### config.mk
export PLATFORM = sky130hd
export DESIGN_NAME = adder_bist
export DESIGN_NICKNAME = d
export VERILOG_FILES = /design/src/rtl/adder_bist.sv
export SDC_FILE = /design/constraint.sdc
export NUM_CORES = 1
export LEC_CHECK = 0
export CAP_MARGIN = 20
export CELL_PAD_IN_SITES_DETAIL_PLACEMENT = 1
export CELL_PAD_IN_SITES_GLOBAL_PLACEMENT = 1
export CORE_ASPECT_RATIO = 0.5
export CORE_MARGIN = 3
export CORE_UTILIZATION = 25
export CTS_CLUSTER_DIAMETER = 60
export DETAILED_ROUTE_END_ITERATION = 8
export GPL_TIMING_DRIVEN = 0
export HOLD_SLACK_MARGIN = 0.06
export PLACE_DENSITY_LB_ADDON = 0.1
export SYNTH_ARGS = -nofsm -noshare
export SYNTH_HDL_FRONTEND = slang
export SYNTH_SLANG_ARGS = --single-unit
### constraint.sdc
create_clock -name clk -period 7.3 [get_ports clk]
set_clock_uncertainty 0.1 [all_clocks]
set_input_delay 1.095 -clock clk [delete_from_list [all_inputs] [get_ports clk]]
set_output_delay 1.095 -clock clk [all_outputs]
set_load 0.005 [all_outputs]
### src/rtl/adder_bist.sv
// adder_bist: self-test generator and checker for WIDTH-bit adders.
// Drives directed + LFSR vectors and compares against a registered golden add.
module adder_bist #(
  parameter int          WIDTH       = 32,
  parameter int          NUM_VECTORS = 1024,
  parameter logic [31:0] SEED_A      = 32'hACE1_1234,
  parameter logic [31:0] SEED_B      = 32'h1357_9BDF
) (
  input  logic             clk,
  input  logic             reset,
  input  logic             start,
  output logic [WIDTH-1:0] a,
  output logic [WIDTH-1:0] b,
  output logic             cin,
  input  logic [WIDTH-1:0] sum,
  input  logic             cout,
  output logic             busy,
  output logic             done,
  output logic             pass,
  output logic [15:0]      err_count,
  output logic [WIDTH-1:0] fail_a,
  output logic [WIDTH-1:0] fail_b,
  output logic             fail_cin
);

  localparam logic [31:0] TAPS = 32'h8020_0003;
  localparam logic [15:0] LAST = 16'(NUM_VECTORS - 1);

  typedef enum logic [1:0] {IDLE, RUN, DONE} state_t;

  state_t state, state_d;

  logic [15:0]      idx, nidx;
  logic [31:0]      la, lb;
  logic [WIDTH-1:0] gs;
  logic             gc;
  logic [WIDTH-1:0] na, nb;
  logic             ncin, rnd;
  logic             load, step, finish, mismatch;
  logic [WIDTH:0]   gold_d;

  function automatic logic [31:0] lfsr_next(input logic [31:0] l);
    return (l >> 1) ^ (l[0] ? TAPS : 32'h0);
  endfunction

  // State register
  always_ff @(posedge clk or negedge reset) begin
    if (!reset) state <= IDLE;
    else        state <= state_d;
  end

  // Next state and run control strobes
  always_comb begin
    state_d = state;
    load    = 1'b0;
    step    = 1'b0;
    finish  = 1'b0;
    unique case (state)
      IDLE, DONE: begin
        if (start) begin
          state_d = RUN;
          load    = 1'b1;
        end
      end
      RUN: begin
        if (idx == LAST) begin
          state_d = DONE;
          finish  = 1'b1;
        end else begin
          step = 1'b1;
        end
      end
      default: state_d = IDLE;
    endcase
  end

  // Next vector; the first pseudo-random vector uses the seeds themselves
  always_comb begin
    nidx = load ? 16'd0 : idx + 16'd1;
    na   = '0;
    nb   = '0;
    ncin = 1'b0;
    rnd  = 1'b0;
    unique case (1'b1)
      (nidx == 16'd0): ;
      (nidx == 16'd1): begin
        na   = '1;
        ncin = 1'b1;
      end
      (nidx == 16'd2): begin
        na   = '1;
        nb   = '1;
        ncin = 1'b1;
      end
      (nidx == 16'd3): begin
        na   = {WIDTH/2{2'b10}};
        nb   = {WIDTH/2{2'b01}};
        ncin = 1'b1;
      end
      default: begin
        na   = la[WIDTH-1:0];
        nb   = lb[WIDTH-1:0];
        ncin = la[0] ^ lb[0];
        rnd  = 1'b1;
      end
    endcase
    gold_d = {1'b0, na} + {1'b0, nb}
           + {{WIDTH{1'b0}}, ncin};
  end

  // Case-inequality so X/Z from the adder counts as a failure
  assign mismatch = (state == RUN)
                  && ({cout, sum} !== {gc, gs});

  // Datapath: vector/golden registers, error tally, first-fail capture
  always_ff @(posedge clk or negedge reset) begin
    if (!reset) begin
      a         <= '0;
      b         <= '0;
      cin       <= 1'b0;
      gs        <= '0;
      gc        <= 1'b0;
      idx       <= '0;
      la        <= SEED_A;
      lb        <= SEED_B;
      busy      <= 1'b0;
      done      <= 1'b0;
      pass      <= 1'b0;
      err_count <= '0;
      fail_a    <= '0;
      fail_b    <= '0;
      fail_cin  <= 1'b0;
    end else if (load) begin
      err_count <= '0;
      fail_a    <= '0;
      fail_b    <= '0;
      fail_cin  <= 1'b0;
      done      <= 1'b0;
      pass      <= 1'b0;
      la        <= SEED_A;
      lb        <= SEED_B;
      idx       <= '0;
      a         <= na;
      b         <= nb;
      cin       <= ncin;
      {gc, gs}  <= gold_d;
      busy      <= 1'b1;
    end else if (state == RUN) begin
      if (mismatch) begin
        if (err_count != 16'hFFFF)
          err_count <= err_count + 16'd1;
        if (err_count == 16'd0) begin
          fail_a   <= a;
          fail_b   <= b;
          fail_cin <= cin;
        end
      end
      if (finish) begin
        busy <= 1'b0;
        done <= 1'b1;
        pass <= (err_count == 16'd0) && !mismatch;
      end
      if (step) begin
        idx      <= nidx;
        a        <= na;
        b        <= nb;
        cin      <= ncin;
        {gc, gs} <= gold_d;
        if (rnd) begin
          la <= lfsr_next(la);
          lb <= lfsr_next(lb);
        end
      end
    end
  end

endmodule

==> results of run 1 <==
==> worst min-delay path by stage <==
stage                         start              endpoint  depth (start not counted)
4_1_cts        state[0]$_DFFE_PN0P_  state[1]$_DFFE_PN0P_                          1
2_1_floorplan     gs[0]$_DFFE_PN0P_     gs[0]$_DFFE_PN0P_                          2
6_report         lb[12]$_DFFE_PN1P_    lb[11]$_DFFE_PN1P_                          2
3_5_place_dp       done$_DFFE_PN0P_      done$_DFFE_PN0P_                          2
5_1_grt          lb[18]$_DFFE_PN1P_    lb[17]$_DFFE_PN1P_                          2
3_3_place_gp       done$_DFFE_PN0P_      done$_DFFE_PN0P_                          2
==> kinds of logic (layout without fill, tap and decap cells) <==
logic type                 after synthesis  after routing  share of synthesized area, %
xor gates and xnor gates                80             80                         5.223
and+or+nand+nor                        575            575                         19.57
DFF                                    264            264                         49.55
adders and majority gates               36             36                         3.470
muxes                                   20             20                         1.641
AOI/OAI and AO/OA                      369            369                         17.07
buffers and inverters                  112            354                         3.479
==> layout by cell type, fill, tap and decap left out, drive strengths merged, types with 4 or more instances in the layout <==
| cell type | synthesis | routed |
|---|---|---|
| xnor2 | 55 | 55 |
| a22o | 18 | 18 |
| dfstp | 33 | 33 |
| inv | 15 | 15 |
| nand4 | 20 | 20 |
| xor2 | 25 | 25 |
| nor4 | 15 | 15 |
| clkbuf | 71 | 113 |
| and2 | 5 | 5 |
| a221o | 5 | 5 |
| a31oi | 10 | 10 |
| o21a | 5 | 5 |
| mux2i | 4 | 4 |
| o31ai | 5 | 5 |
| o21ai | 132 | 132 |
| a211oi | 10 | 10 |
| dfrtp | 231 | 231 |
| nand2b | 15 | 15 |
| and3 | 8 | 8 |
| a21oi | 81 | 81 |
| nand3 | 60 | 60 |
| nor3 | 20 | 20 |
| o211ai | 5 | 5 |
| nand2 | 317 | 317 |
| nor2 | 86 | 86 |
| buf | 26 | 31 |
| a21o | 74 | 74 |
| clkdlybuf4s50 | 0 | 183 |
| mux2 | 16 | 16 |
| nor2b | 7 | 7 |
| ha | 34 | 34 |
| clkinv | 0 | 9 |
| or3 | 15 | 15 |
==> metal layers <==
layer | global-route usage, % | up-vias | wire [um]
met3 | 4.451 | 48 | 3257
met4 | 3.022 | 2 | 810
met2 | 27.97 | 237 | 22550
met5 | 0 | - | 17
met1 | 28.00 | 6089 | 27000
li1 | - | 5481 | -
==> through the flow <==
stage          setup TNS [ns]  area [sq um]
2_1_floorplan               0         13420
3_3_place_gp         -1750.39         16130
3_5_place_dp                0         16220
4_1_cts                     0         17260
5_1_grt                     0         17260
6_report                    0         17260
==> power groups by stage <==
stage	clock [W]	combinational (W)	sequential, W
6_report	0.00160	0.00518	0.00274
5_1_grt	0.00172	0.00572	0.00282
4_1_cts	0.00166	0.00519	0.00275
3_5_place_dp	0	0.00515	0.00277
3_3_place_gp	0	0.00504	0.00275
2_1_floorplan	0	0.00303	0.00256
==> flip-flops by register name, summed over array words and instances (netlist names) <==
signal / count
gs: 32
fail_b: 32
err_count: 16
fail_a: 32
b: 32
busy: 1
la: 32
gc: 1
done: 1
a: 32
cin: 1
lb: 32
idx: 16
pass: 1
fail_cin: 1
state: 2
==> area by class of cell <==
class                           instances  share of cell area [%]
Tap cell                              701                   5.083
Timing Repair Buffer                  188                   11.15
Clock inverter                         12                  0.8918
Inverter                               15                  0.3263
Sequential cell                       264                   38.52
Buffer                                 97                   2.378
Multi-Input combinational cell       1080                   36.51
Clock buffer                           42                   5.133
==> critical path, delay by kind of cell, from the launching register on <==
family,cells,cell delay [ns]
buf+inv,3,0.85
simple gates,4,1.29
compound gates,10,3.40
fa+ha+maj,2,0.65
flops,1,0.47
==> results.sh, run 1 <==
export IMPL_grt_pass1_wl_um=81680
export IMPL_yosys_top_cells_count="nand2_1, dfrtp_1, o21ai_0"
export IMPL_initial_core_util_pct=25.56
export IMPL_placedCellCount=2345
export IMPL_reg2regPathDepth=19
export IMPL_pwr_share_seq_pct=28.8
export IMPL_timing_hold_ws_ns=0.4037
export IMPL_avgSynthCellArea_sq_um=9.214
export IMPL_pre_cts_slack_ns=0.3991
export IMPL_syn_num_nets=1528
export IMPL_first_pass_iters=5
export IMPL_path_class="flip-flop to flip-flop"
export IMPL_cellLeakagePower_nw=7.684
export IMPL_rows=59
export IMPL_hold_buffers=0
export IMPL_cts_setup_buffers=0
export IMPL_ctsLongestPathBuffers=3
export IMPL_die_h_um=169.8
export IMPL_cp_max_fo=10
export IMPL_period_needed_ns=6.910
export IMPL_antenna_cells=0
export IMPL_cts_tree="done"
export IMPL_startpoint_type="flip-flop"
export IMPL_finalHoldViolations=0
export IMPL_worstMarginPinSlew_ns=1.064
export IMPL_critPathCaptureType="flip-flop"
export IMPL_netSwitchingFraction_pct=44.80
export IMPL_syn_inst=1456
export IMPL_p_sw_w=0.004270
export IMPL_grt_pass1_vias=12390
export IMPL_syn_to_final_growth_pct=28.63
export IMPL_yosysSeqAreaShare_pct=49.55
export IMPL_regArea_sq_mm=0.006648
export IMPL_antenna_found_initial=1
export IMPL_clk_latency_ns=0.58
export IMPL_drc_errors=0
export IMPL_yosys_area_top_type="dfrtp_1"
export IMPL_slew_violations=0
export IMPL_numClockSinks=264
export IMPL_synth_top_area_share_pct=43.09
export IMPL_synth_area_leaders="dfrtp_1, nand2_1, dfstp_2"
export IMPL_final_cells=2399
export IMPL_grt_start_max_net_pins=103
export IMPL_nets=1748
export IMPL_internal_power_w=0.005261
export IMPL_viasPerCell=4.942
export IMPL_multi_input_area_sq_mm=0.006301
export IMPL_clkTransAtPathRegs_ns=0.07
export IMPL_n_fill_cell=6035
export IMPL_p_per_area_mw_per_mm2=552.3
export IMPL_slowest_stage="a2111oi_0"
export IMPL_slew_headroom_pct=27.22
export IMPL_synth_flop_cell="dfrtp_1"
export IMPL_critPathMaxStageDelay_ns=0.97
export IMPL_r2r_end="gs[31]$_DFFE_PN0P_"
export IMPL_reg2reg_from="idx[1]$_DFFE_PN0P_"
export IMPL_io_buffers=184
export IMPL_synth_most_common_cell="nand2_1"
export IMPL_synthDistinctLibCells=67
export IMPL_comb_power_share_pct=54.4
export IMPL_rsz0062_at_grt="false"
export IMPL_syn_cell_area_sq_mm=0.01342
export IMPL_cts_buffers=30
export IMPL_maxClockFrequency_ghz=0.1447
export IMPL_finalCritPeriodShare_pct=94.65
export IMPL_cts_resized=0
export IMPL_ys_ff_latch=264
export IMPL_cts_root_buf="clkbuf_16"
export IMPL_min_path_type="flip-flop to flip-flop"
export IMPL_htreeDepth=1
export IMPL_drive_above_1_share_pct=8.834
export IMPL_synth_edff_count=0
export IMPL_drtIter0Drc=654
export IMPL_final_core_util_pct=32.88
export IMPL_r2r_slack_ns=0.39
export IMPL_crit_chain="ha_1, nand3_1, nor3_2, a31oi_1, or4_4, o31a_1, buf_2, clkbuf_1, clkbuf_1, a21o_1, ha_1, o211ai_1, o21ai_0, o221ai_1, a2111oi_0, nor2_1, o21ai_0, a21oi_1, o221a_2"
export IMPL_finalSetupViolCount=0
export IMPL_dieWidth_um=333.6
export IMPL_power_total_w=0.009531
export IMPL_finalWirelength_um=53640
export IMPL_timing_final_ws_setup_ns=0.3902
export IMPL_status="finished clean"
export IMPL_grt_overflow=0
export IMPL_arrival_ns=7.27
export IMPL_yosys_warnings=0
export IMPL_setup_worst_path_end="gs[31]$_DFFE_PN0P_"
export IMPL_dr_total_vias=11860
export IMPL_track_usage_pct=18.80
export IMPL_core_area_sq_mm=0.05249
export IMPL_maxCapViolCount=0
export IMPL_async_flop_share_pct=100.0
export IMPL_dieArea_sq_mm=0.05665
export IMPL_clockPowerShare_pct=16.8
export IMPL_wire_per_inst_um=22.36
export IMPL_cp_required_ns=7.66
export IMPL_crit_start="idx[1]$_DFFE_PN0P_"
export IMPL_dp_hpwl_um=41170
export IMPL_gp_congestion=0.8747
export IMPL_irDropWorstVdd_mv=0.1787
export IMPL_ant_nets=0
export IMPL_pin_count=185
No activity file was read; power rests on OpenSTA's default activity.
==> run 2, diff against run 1 <==
- SKIP_CTS_REPAIR_TIMING: unset -> 1
==> results of run 2 <==
Final layout, timing and power as in run 1 (identical DEF).
==> run 3, diff against run 2 <==
--- a/config.mk
+++ b/config.mk
@@ -11,3 +11,3 @@
 export CORE_ASPECT_RATIO = 0.5
-export CORE_MARGIN = 3
+export CORE_MARGIN = 5
 export CORE_UTILIZATION = 25
@@ -15,3 +15,2 @@
 export DETAILED_ROUTE_END_ITERATION = 8
-export GPL_TIMING_DRIVEN = 0
 export HOLD_SLACK_MARGIN = 0.06
==> constraint.sdc (replaced) <==
create_clock -name clk -period 7.3 [get_ports clk]
set_clock_uncertainty 0.1 [all_clocks]
set_input_delay 1.46 -clock clk [delete_from_list [all_inputs] [get_ports clk]]
set_output_delay 1.46 -clock clk [all_outputs]
set_load 0.005 [all_outputs]
==> run 3 against run 2 <==
Effect of this change: via count fell by 4.8%; die area grew 3.6%; core utilization shrank 0.86 points; power increased by 0.65%; wire length decreased by 7.7%; largest power group unchanged; final area down 0.83%; critical path type unchanged.
==> results.sh, run 3 (synthesis results as in run 1) <==
export IMPL_drc_errors=0
export IMPL_startpoint_type="flip-flop"
export IMPL_maxClockFrequency_ghz=0.1534
export IMPL_rsz0062_at_grt="false"
export IMPL_cts_root_buf="clkbuf_16"
export IMPL_maxCapViolCount=0
export IMPL_antenna_found_initial=0
export IMPL_arrival_ns=6.88
export IMPL_grt_pass1_wl_um=75140
export IMPL_first_pass_iters=5
export IMPL_htreeDepth=1
export IMPL_grt_overflow=0
export IMPL_dieArea_sq_mm=0.05867
export IMPL_slew_headroom_pct=31.35
export IMPL_drtIter0Drc=711
export IMPL_ctsLongestPathBuffers=3
export IMPL_p_per_area_mw_per_mm2=560.6
export IMPL_core_area_sq_mm=0.05345
export IMPL_n_fill_cell=6040
export IMPL_layout_commonest_cell="nand2_1"
export IMPL_track_usage_pct=16.46
export IMPL_dp_hpwl_um=36830
export IMPL_r2r_slack_ns=0.78
export IMPL_irDropWorstVdd_mv=0.2672
export IMPL_grt_pass1_vias=11800
export IMPL_grt_start_max_net_pins=124
export IMPL_min_path_type="flip-flop to flip-flop"
export IMPL_period_needed_ns=6.518
export IMPL_viasPerCell=4.843
export IMPL_dieWidth_um=337.6
export IMPL_syn_to_final_growth_pct=27.56
export IMPL_worstMarginPinSlew_ns=1.022
export IMPL_initial_core_util_pct=25.10
export IMPL_cts_buffers=30
export IMPL_cts_tree="done"
export IMPL_slew_violations=0
export IMPL_dr_total_vias=11290
export IMPL_pin_count=185
export IMPL_die_h_um=173.8
export IMPL_cp_required_ns=7.66
export IMPL_numClockSinks=264
export IMPL_critPathCaptureType="flip-flop"
export IMPL_final_cell_mix="nand2_1, dfrtp_1, clkdlybuf4s50_1"
export IMPL_gp_congestion=0.8699
export IMPL_rows=60
export IMPL_ant_nets=0
export IMPL_tns_ns=0
export IMPL_status="finished clean"
export IMPL_wire_per_inst_um=21.22
export IMPL_io_buffers=184
export IMPL_finalHoldViolations=0
export IMPL_nets=1666
export IMPL_clk_latency_ns=0.57
export IMPL_finalSetupViolCount=0
export IMPL_cp_max_fo=17
export IMPL_final_core_util_pct=32.02
export IMPL_finalWirelength_um=49490
export IMPL_finalCritPeriodShare_pct=89.29
export IMPL_clkTransAtPathRegs_ns=0.07
export IMPL_drive_above_1_share_pct=9.456
export IMPL_cellLeakagePower_nw=7.611
export IMPL_path_class="flip-flop to flip-flop"
[run 3: cell types whose count changed in the layout (fill, tap and decap cells not counted), sizes merged]
cell | previous run | this run
inv | 15 | 19
clkinvlp | 0 | 4
clkbuf | 113 | 34
bufinv | 3 | 9
buf | 31 | 20
clkinv | 9 | 5
diode | 0 | 1
[run 3: routing by layer]
metal	routed length, um	vias to the layer above	global-route usage [%]
met3	2214	51	2.894
met4	937	0	2.956
met2	21150	206	24.82
met5	0	-	0
li1	-	5324	-
met1	25190	5712	24.87
[run 3: through the flow]
| step | hold slack [ns] | cell area, sq um | cells | power (W) | setup slack, ns |
|---|---|---|---|---|---|
| after CTS | 0.3996 | 17110 | 2331 | 0.009690 | 0.9009 |
| after detailed placement | 0.3781 | 15940 | 2275 | 0.007832 | 0.7300 |
| after floorplan | 0.3598 | 13420 | 1456 | 0.005591 | 2.115 |
| final | 0.3970 | 17110 | 2332 | 0.009593 | 0.7822 |
| after global routing | 0.4377 | 17110 | 2331 | 0.01025 | 0.3876 |
| after global placement | 0.3699 | 15920 | 2274 | 0.007718 | 0.8531 |
[run 3: final cells by class]
class	count	area, sq um	share of cell area (%)
antenna	1	2.502	0.01462
timing repair buffer	203	2014	11.77
inverter	15	56.30	0.3290
sequential	264	6648	38.85
tap	713	892.1	5.213
multi-input combinational	1080	6332	37.00
clock buffer	34	797.0	4.657
clock inverter	22	370.4	2.164
[run 3: where the power goes]
group          internal (W)  switching (W)
sequential          0.00217       0.000690
combinational       0.00211        0.00283
clock               0.00111       0.000690
[run 3: worst paths after layout]
check                              startpoint                      to  cells after the start
max in group asynchronous               reset  fail_b[18]$_DFFE_PN0P_                      2
setup reg to reg           idx[0]$_DFFE_PN0P_      gs[31]$_DFFE_PN0P_                     18
hold / removal               done$_DFFE_PN0P_        done$_DFFE_PN0P_                      2
hold reg to reg              done$_DFFE_PN0P_        done$_DFFE_PN0P_                      2
min in group asynchronous               reset     idx[14]$_DFFE_PN0P_                      1
setup / recovery           idx[0]$_DFFE_PN0P_      gs[31]$_DFFE_PN0P_                     18
[run 3: critical path, cell delays in order (launching register included)]
cell       delay [ns]
dfrtp_1          0.65
ha_1             0.32
nand3_1          0.17
nor3_2           0.22
a31oi_1          0.12
or4_4            0.58
or3_4            0.38
nor4_4           0.89
a21o_1           0.17
ha_1             0.25
o211ai_1         0.13
o21ai_0          0.49
o221ai_1         0.32
a2111oi_0        0.46
buf_4            0.20
nor2_1           0.06
o21ai_0          0.46
a21oi_1          0.13
o221a_2          0.27
